File: config.mk
export PLATFORM = sky130hd
export DESIGN_NAME = preg_release_queue
export DESIGN_NICKNAME = d
export VERILOG_FILES = /design/src/rtl/preg_release_queue.sv
export SDC_FILE = /design/constraint.sdc
export NUM_CORES = 1
export LEC_CHECK = 0
export ABC_AREA = 0
export BUFFER_PORTS_ARGS = -buffer_cell sky130_fd_sc_hd__buf_2
export CORE_MARGIN = 3
export CORE_UTILIZATION = 36
export CTS_BUF_LIST = sky130_fd_sc_hd__clkbuf_16
export DETAILED_ROUTE_END_ITERATION = 16
export PLACE_DENSITY = 0.5
export SLEW_MARGIN = 10
export SYNTH_ARGS = -nofsm -noshare
export SYNTH_HDL_FRONTEND = slang
export SYNTH_SLANG_ARGS = --single-unit
File: constraint.sdc
create_clock -name clock -period 3.9 [get_ports clock]
set_clock_uncertainty 0.05 [all_clocks]
set_input_delay 0.78 -clock clock [delete_from_list [all_inputs] [get_ports clock]]
set_output_delay 0.78 -clock clock [all_outputs]
set_load 0.02 [all_outputs]
File: src/rtl/preg_release_queue.sv
// Commit-side release buffer: collects old physical registers freed at ROB commit
// and drains up to two per cycle, in commit order, into the freelist free ports.

`ifndef ROB_STATE_IDLE
`define ROB_STATE_IDLE     2'd0
`endif
`ifndef ROB_STATE_ROLLBACK
`define ROB_STATE_ROLLBACK 2'd1
`endif
`ifndef ROB_STATE_WALK
`define ROB_STATE_WALK     2'd2
`endif

module preg_release_queue #(
    parameter int PREG_IDX_WIDTH = 6,
    parameter int DEPTH          = 8,
    parameter int LOG_DEPTH      = 3
) (
    input  logic                      clock,
    input  logic                      reset_n,
    input  logic                      commit0_valid,
    input  logic                      commit0_need_free,
    input  logic [PREG_IDX_WIDTH-1:0] commit0_old_preg,
    input  logic                      commit1_valid,
    input  logic                      commit1_need_free,
    input  logic [PREG_IDX_WIDTH-1:0] commit1_old_preg,
    output logic                      commit_ready,
    input  logic [1:0]                rob_state,
    output logic                      write0_valid,
    output logic [PREG_IDX_WIDTH-1:0] write0_data,
    output logic                      write1_valid,
    output logic [PREG_IDX_WIDTH-1:0] write1_data,
    output logic [LOG_DEPTH:0]        occupancy
);

    logic [PREG_IDX_WIDTH-1:0] r_buf [DEPTH];
    logic [LOG_DEPTH-1:0]      r_head;
    logic [LOG_DEPTH-1:0]      r_tail;
    logic [LOG_DEPTH:0]        r_occ;

    logic                      w_hold;
    logic                      w_ready;
    logic                      w_push0;
    logic                      w_push1;
    logic [1:0]                w_push_cnt;
    logic [1:0]                w_pop_cnt;
    logic [LOG_DEPTH-1:0]      w_head_p1;
    logic [LOG_DEPTH-1:0]      w_tail_p1;
    logic [LOG_DEPTH-1:0]      w_slot1_idx;
    logic                      w_wr0_valid;
    logic                      w_wr1_valid;

    assign w_hold  = (rob_state == `ROB_STATE_ROLLBACK);
    assign w_ready = (r_occ <= (LOG_DEPTH+1)'(DEPTH - 2));

    // x0 is permanently mapped to preg 0, so it is never handed back.
    // Pushes are gated by ready so a misbehaving ROB cannot overrun the buffer.
    assign w_push0 = w_ready && commit0_valid && commit0_need_free
                     && (commit0_old_preg != '0);
    assign w_push1 = w_ready && commit1_valid && commit1_need_free
                     && (commit1_old_preg != '0);

    assign w_push_cnt = {1'b0, w_push0} + {1'b0, w_push1};

    assign w_head_p1   = r_head + LOG_DEPTH'(1);
    assign w_tail_p1   = r_tail + LOG_DEPTH'(1);
    assign w_slot1_idx = w_push0 ? w_tail_p1 : r_tail;

    assign w_wr0_valid = !w_hold && (r_occ >= (LOG_DEPTH+1)'(1));
    assign w_wr1_valid = !w_hold && (r_occ >= (LOG_DEPTH+1)'(2));
    assign w_pop_cnt   = {1'b0, w_wr0_valid} + {1'b0, w_wr1_valid};

    always_ff @(posedge clock or negedge reset_n) begin
        if (!reset_n) begin
            r_head <= '0;
            r_tail <= '0;
            r_occ  <= '0;
            for (int i = 0; i < DEPTH; i++) begin
                r_buf[i] <= '0;
            end
        end else begin
            if (w_push0) begin
                r_buf[r_tail] <= commit0_old_preg;
            end
            if (w_push1) begin
                r_buf[w_slot1_idx] <= commit1_old_preg;
            end
            r_tail <= r_tail + LOG_DEPTH'(w_push_cnt);
            r_head <= r_head + LOG_DEPTH'(w_pop_cnt);
            r_occ  <= r_occ + (LOG_DEPTH+1)'(w_push_cnt) - (LOG_DEPTH+1)'(w_pop_cnt);
        end
    end

    assign commit_ready = w_ready;
    assign occupancy    = r_occ;
    assign write0_valid = w_wr0_valid;
    assign write1_valid = w_wr1_valid;
    assign write0_data  = w_wr0_valid ? r_buf[r_head]    : '0;
    assign write1_data  = w_wr1_valid ? r_buf[w_head_p1] : '0;

endmodule

; ---- Word level (Yosys, flattened, before mapping)
; Index checks and enable logic that the tools add are counted.
[word_totals]
regBits = 58
output_inout_bits = 19
elab_cells = 63
[op_classes]
n_addsub = 8
order_cmp = 9
eq_ne = 1
muxes = 17
n_bitwise = 4
n_reduce_logical = 13
[op_table]
columns = operator, count
row1 = 48-bit bitwise mux, 2
row2 = 48-bit two-way mux, 2
row3 = 6-bit two-way mux, 8
row4 = 6-bit binary-select mux with 3-bit select, 2
row5 = 6-bit demux with 3-bit select, 2
row6 = "4-bit >= comparator, second input constant", 4
row7 = 3-bit NOT with 4-bit output, 4
row8 = 6-bit nonzero test, 2
row9 = 1-bit logical AND, 10
row10 = "4-bit by 1-bit < comparator with 1-bit output, second input constant", 2
row11 = "3-bit by 1-bit adder with 3-bit output, second input constant", 2
row12 = 3-bit by 2-bit adder with 3-bit output, 2
row13 = 1-bit by 1-bit adder with 2-bit output, 2
row14 = 4-bit by 2-bit adder with 4-bit output, 1
row15 = "4-bit by 1-bit >= comparator with 1-bit output, second input constant", 1
row16 = "4-bit by 2-bit >= comparator with 1-bit output, second input constant", 1
row17 = "4-bit by 3-bit less-or-equal comparator with 1-bit output, second input constant", 1
row18 = 4-bit by 2-bit subtractor with 4-bit output, 1
row19 = 3-bit two-way mux, 1
row20 = "2-bit by 1-bit equality test with 1-bit output, second input constant", 1
row21 = 1-bit zero test, 1

; ---- Logic depth before layout (Yosys ltp)
[logic_depth]
ltp_word = 12
depth_mapped = 14

; ---- Worst setup path after synthesis
; No wires, ideal clock.
[synth_path]
path_type = input-to-reg
startpoint = input port rob_state[1]
endpoint = register r_occ[3], in the netlist occupancy[3]
setup_ns = 0.079
arrival_ns = 3.495
required_ns = 3.771
slack_ns = 0.276
stages = 12
path_buffers = 0
path_cell_list = nand2b_1 > o21ai_1 > inv_1 > a21oi_1 > inv_1 > ha_1 > fa_1 > inv_1 > ha_1 > a21o_1 > a21oi_1 > xor2_1
[synth_via]
elab_chain_cells = 5
[synth_rtl]
columns = item, line
row1 = "start, declared", 28  ; input logic [1:0] rob_state,
row2 = 2-bit by 1-bit equality test with 1-bit output (no line), n/a
row3 = 1-bit zero test, 70  ; assign w_wr1_valid = !w_hold && (r_occ >= (LOG_DEPTH+1)'(2));
row4 = 1-bit logical AND, 70
row5 = via write1_valid, 31  ; output logic write1_valid,
row6 = 1-bit by 1-bit adder with 2-bit output, 71  ; assign w_pop_cnt = {1'b0, w_wr0_valid} + {1'b0, w_wr1_valid};
row7 = 4-bit by 2-bit subtractor with 4-bit output, 90  ; r_occ <= r_occ + (LOG_DEPTH+1)'(w_push_cnt) - (LOG_DEPTH+1)'(w_pop_cnt);
row8 = "end signal, assigned", 90
row9 = "end, declared", 39  ; logic [LOG_DEPTH:0] r_occ;
; The timed path passes the listed nets, and every way through them passes these cells.

; ---- Worst setup path in the final report
[layout_path]
startpoint = input port commit1_old_preg[0]
endpoint = register r_occ[3], in the netlist occupancy[3]
[layout_via]
elab_chain_cells = 5
[layout_rtl]
columns = item, line
row1 = "start, declared", 26  ; input logic [PREG_IDX_WIDTH-1:0] commit1_old_preg,
row2 = 6-bit nonzero test, 61  ; && (commit1_old_preg != '0);
row3 = 1-bit logical AND, 61
row4 = 1-bit by 1-bit adder with 2-bit output, 63  ; assign w_push_cnt = {1'b0, w_push0} + {1'b0, w_push1};
row5 = 4-bit by 2-bit adder with 4-bit output, 90
row6 = 4-bit by 2-bit subtractor with 4-bit output, 90
; Every way passes these cells.

==> results.py <==
metrics = {
    "floorplanning": {
        "io_pins": 39,
        "rows": 38,
        "die_area_um2": 13050,
        "fp.dieW_um": 114.2,
        "fp.dieH_um": 114.2,
        "initial_core_util": 0.3790,
        "core_area_um2": 11130,
    },
    "worst_setup_path": {
        "crit_family": "adder cells",
        "cp_num_cells": 12,
        "worstPathRequired_ns": 4.10,
        "r2r-end": "occupancy[3]",
        "crit_path_max_fanout": 9,
        "r2r_setup_slack_ns": 0.61,
        "cp-end-kind": "register",
        "path_buf_inv": 3,
        "arrival_ns": 3.56,
        "cp_slowest_cell": "or4_1",
        "reg2regPathDepth": 13,
        "cp_cell_sequence": "buf_2 > or4_1 > o311ai_1 > nor2_1 > ha_1 > inv_1 > fa_1 > inv_1 > ha_1 > a21o_1 > a21oi_1 > xor2_1",
        "r2r-start": "occupancy[3]",
        "cp-start-kind": "input port",
        "critical_path_class": "input port to register",
        "slowest_delay_ns": 0.58,
    },
    "cts": {
        "insertion_delay_ns": 0.33,
        "clockBufferDepth": 2,
        "tritoncts": "done",
        "cts_hold_buf": 0,
        "ctsHtreeMaxLevel": 3,
        "ctsResizeCount": 0,
        "post_cts_buffers": 0,
        "cts-root-buf": "clkbuf_16",
        "clkSlewWorstSetupHoldPaths_ns": 0.05,
        "numClockSinks": 58,
        "numCtsBuffers": 9,
    },
    "power_and_ir_drop": {
        "leakagePower_nw": 2.102,
        "p_per_area_nw_per_um2": 950.8,
        "sw_frac_of_total": 0.4100,
        "internal_power_mw": 2.737,
        "clkPwrFrac": 0.146,
        "p_total_mw": 4.638,
        "power_frac_seq": 0.259,
        "combPwrFrac": 0.595,
        "ir_drop_mv": 0.7784,
        "switching_power_mw": 1.902,
    },
    "finish": {
        "area_growth_pct": 15.70,
        "nNetsFinal": 406,
        "seq_area_um2": 1451,
        "fillers": 1057,
        "diodes": 0,
        "final-instance-count-excl-fill": 513,
        "layout-drive-gt1-share": 0.5335,
        "multiInputGateArea_um2": 2625,
    },
    "timing": {
        "fin_crit_ns": 3.365,
        "drv_slew": 0,
        "slew_headroom": 0.5504,
        "worst_slew_pin_slew_ns": 0.6694,
        "setup_tns_ns": 0,
        "hold_viol_final": 0,
        "setup_viol": 0,
        "fin_crit_sh": 0.8628,
        "rsz0062_at_grt": "false",
        "max_freq_mhz": 297.2,
    },
    "synth": {
        "synthMuxAreaShare": 0.4131,
        "synth_top_area_share": 0.3442,
        "synth_warnings": 0,
        "synthSimpleGateAreaFrac": 0.09228,
        "synth_seq_cells": 58,
        "synth_cell_types": 50,
        "netlist_area_um2": 4217,
        "synth_xor_area_frac": 0.01039,
        "yosys-top-cells-area": "dfrtp_1 (34%), mux2_2 (25%), mux4_2 (13%)",
        "synth.most_common_cell": "mux2_2",
        "synth_fa_ha_area_frac": 0.05460,
        "synth_cells": 321,
        "synth_ff_type": "dfrtp_1",
        "yosys.area.top_type": "dfrtp_1",
        "synth_compound_area_frac": 0.05223,
        "synth_top_family_by_area": "multiplexers",
        "yosys-top-cells-count": "mux2_2 (93), dfrtp_1 (58), mux4_2 (24), inv_1 (20), nor2_1 (16)",
        "synth-async-reset-ratio": 1.000,
        "synth_fp_nets": 357,
        "postSynthAreaPerCell_um2": 13.14,
        "seq_area_frac_synth": 0.3442,
        "synth_edf_count": 0,
    },
    "route": {
        "avgViaCountPerCell": 5.620,
        "post-route-drc-count": 0,
        "drtPass1Iterations": 4,
        "routed_wl_um": 11290,
        "drt-initial-drc-count": 237,
        "routedWlPerCell_um": 22.01,
        "antenna_left": 0,
        "vias": 2883,
    },
    "grt": {
        "grt_pass1_vias": 3051,
        "antenna_found_initial": 0,
        "gr-usage-all-layers": 0.1853,
        "grt_busiest_layer": "met2",
        "grt_use_met3": 0.02854,
        "grt_max_degree": 28,
        "grt_overflow_total": 0,
        "use_met2": 0.3060,
        "grt_pass1_wl_um": 18040,
        "grt_use_met1": 0.2588,
    },
    "placed_design": {
        "io_buffers": 38,
        "dpl.hpwl_um": 8171,
        "globalplace.congestion": 0.7648,
        "post-place-cells": 499,
    },
    "run_status": {
        "outcome": "complete, no violations",
    },
    "job": {
        "cap_violations": 0,
    },
    "worst_hold_path": {
        "hold_class": "input port to asynchronous set/reset pin",
    },
}
-- through the flow --
stage | util | setup WS, ns | hold WS (ns) | cell area [um^2]
after detailed placement | 0.4161 | 0.2169 | 0.5856 | 4629
final | 0.4385 | 0.5349 | 0.4181 | 4878
after global routing | 0.4385 | 0.3208 | 0.4680 | 4878
after floorplan | - | 0.2757 | 0.4344 | 4217
after CTS | 0.4385 | 0.5357 | 0.4462 | 4878
after global placement | 0.4161 | 0.2450 | 0.5781 | 4629
-- power groups by stage --
stage | sequential (mW) | clock, mW | combinational, mW
floorplan | 1.11 | 0 | 2.14
global placement | 1.20 | 0 | 2.74
detailed placement | 1.21 | 0 | 2.78
CTS | 1.20 | 0.691 | 2.79
global route | 1.25 | 0.715 | 3.03
finish | 1.20 | 0.677 | 2.76
-- registers in the layout, summed over array words and instances (netlist names) --
register	cells
occupancy	4
r_buf	48
r_head	3
r_tail	3
-- layout by cell type (no fill, tap or decap), drive strengths merged, types with 3 or more instances in the layout --
cell    instances
clkbuf          9
dfrtp          58
nand4b          3
ha             12
nand4           3
o21ai           4
nand3           4
mux2           96
a21oi           3
inv            20
xor2            3
nand2           4
nor4            5
a21boi          3
fa              4
nor3b           3
clkinv          4
buf            53
nor2           16
mux4           24
mux2i          12
-- worst max path at each step --
| stage | slack, ns | from | endpoint |
|---|---|---|---|
| 2_1_floorplan | 0.28 | rob_state[1] | occupancy[3] |
| 3_3_place_gp | 0.25 | commit1_old_preg[0] | occupancy[3] |
| 6_report | 0.53 | commit1_old_preg[0] | occupancy[3] |
| 5_1_grt | 0.32 | occupancy[3] | occupancy[3] |
| 3_5_place_dp | 0.22 | commit1_old_preg[0] | occupancy[3] |
| 4_1_cts | 0.54 | commit1_old_preg[0] | occupancy[3] |
-- kinds of logic after synthesis --
| family | count (synthesis) |
|---|---|
| simple gates | 53 |
| flops | 58 |
| buf+inv | 35 |
| fa+ha+maj | 16 |
| compound gates | 22 |
| mux | 132 |
| xor+xnor | 5 |
-- cell type report --
cell class | count | share of cell area
clock buffers | 9 | 0.04617
clock inverters | 5 | 0.004873
repair buffers | 53 | 0.06207
well taps | 140 | 0.03591
multi-input cells | 228 | 0.5381
inverters | 20 | 0.01539
flip-flops and latches | 58 | 0.2975
-- metal layers --
metal	vias up	part of all wire
met5	-	0
met4	0	0.0096
met3	10	0.044
met2	65	0.49
met1	1498	0.45
li1	1310	-
Power figures use the tool's default switching activity.
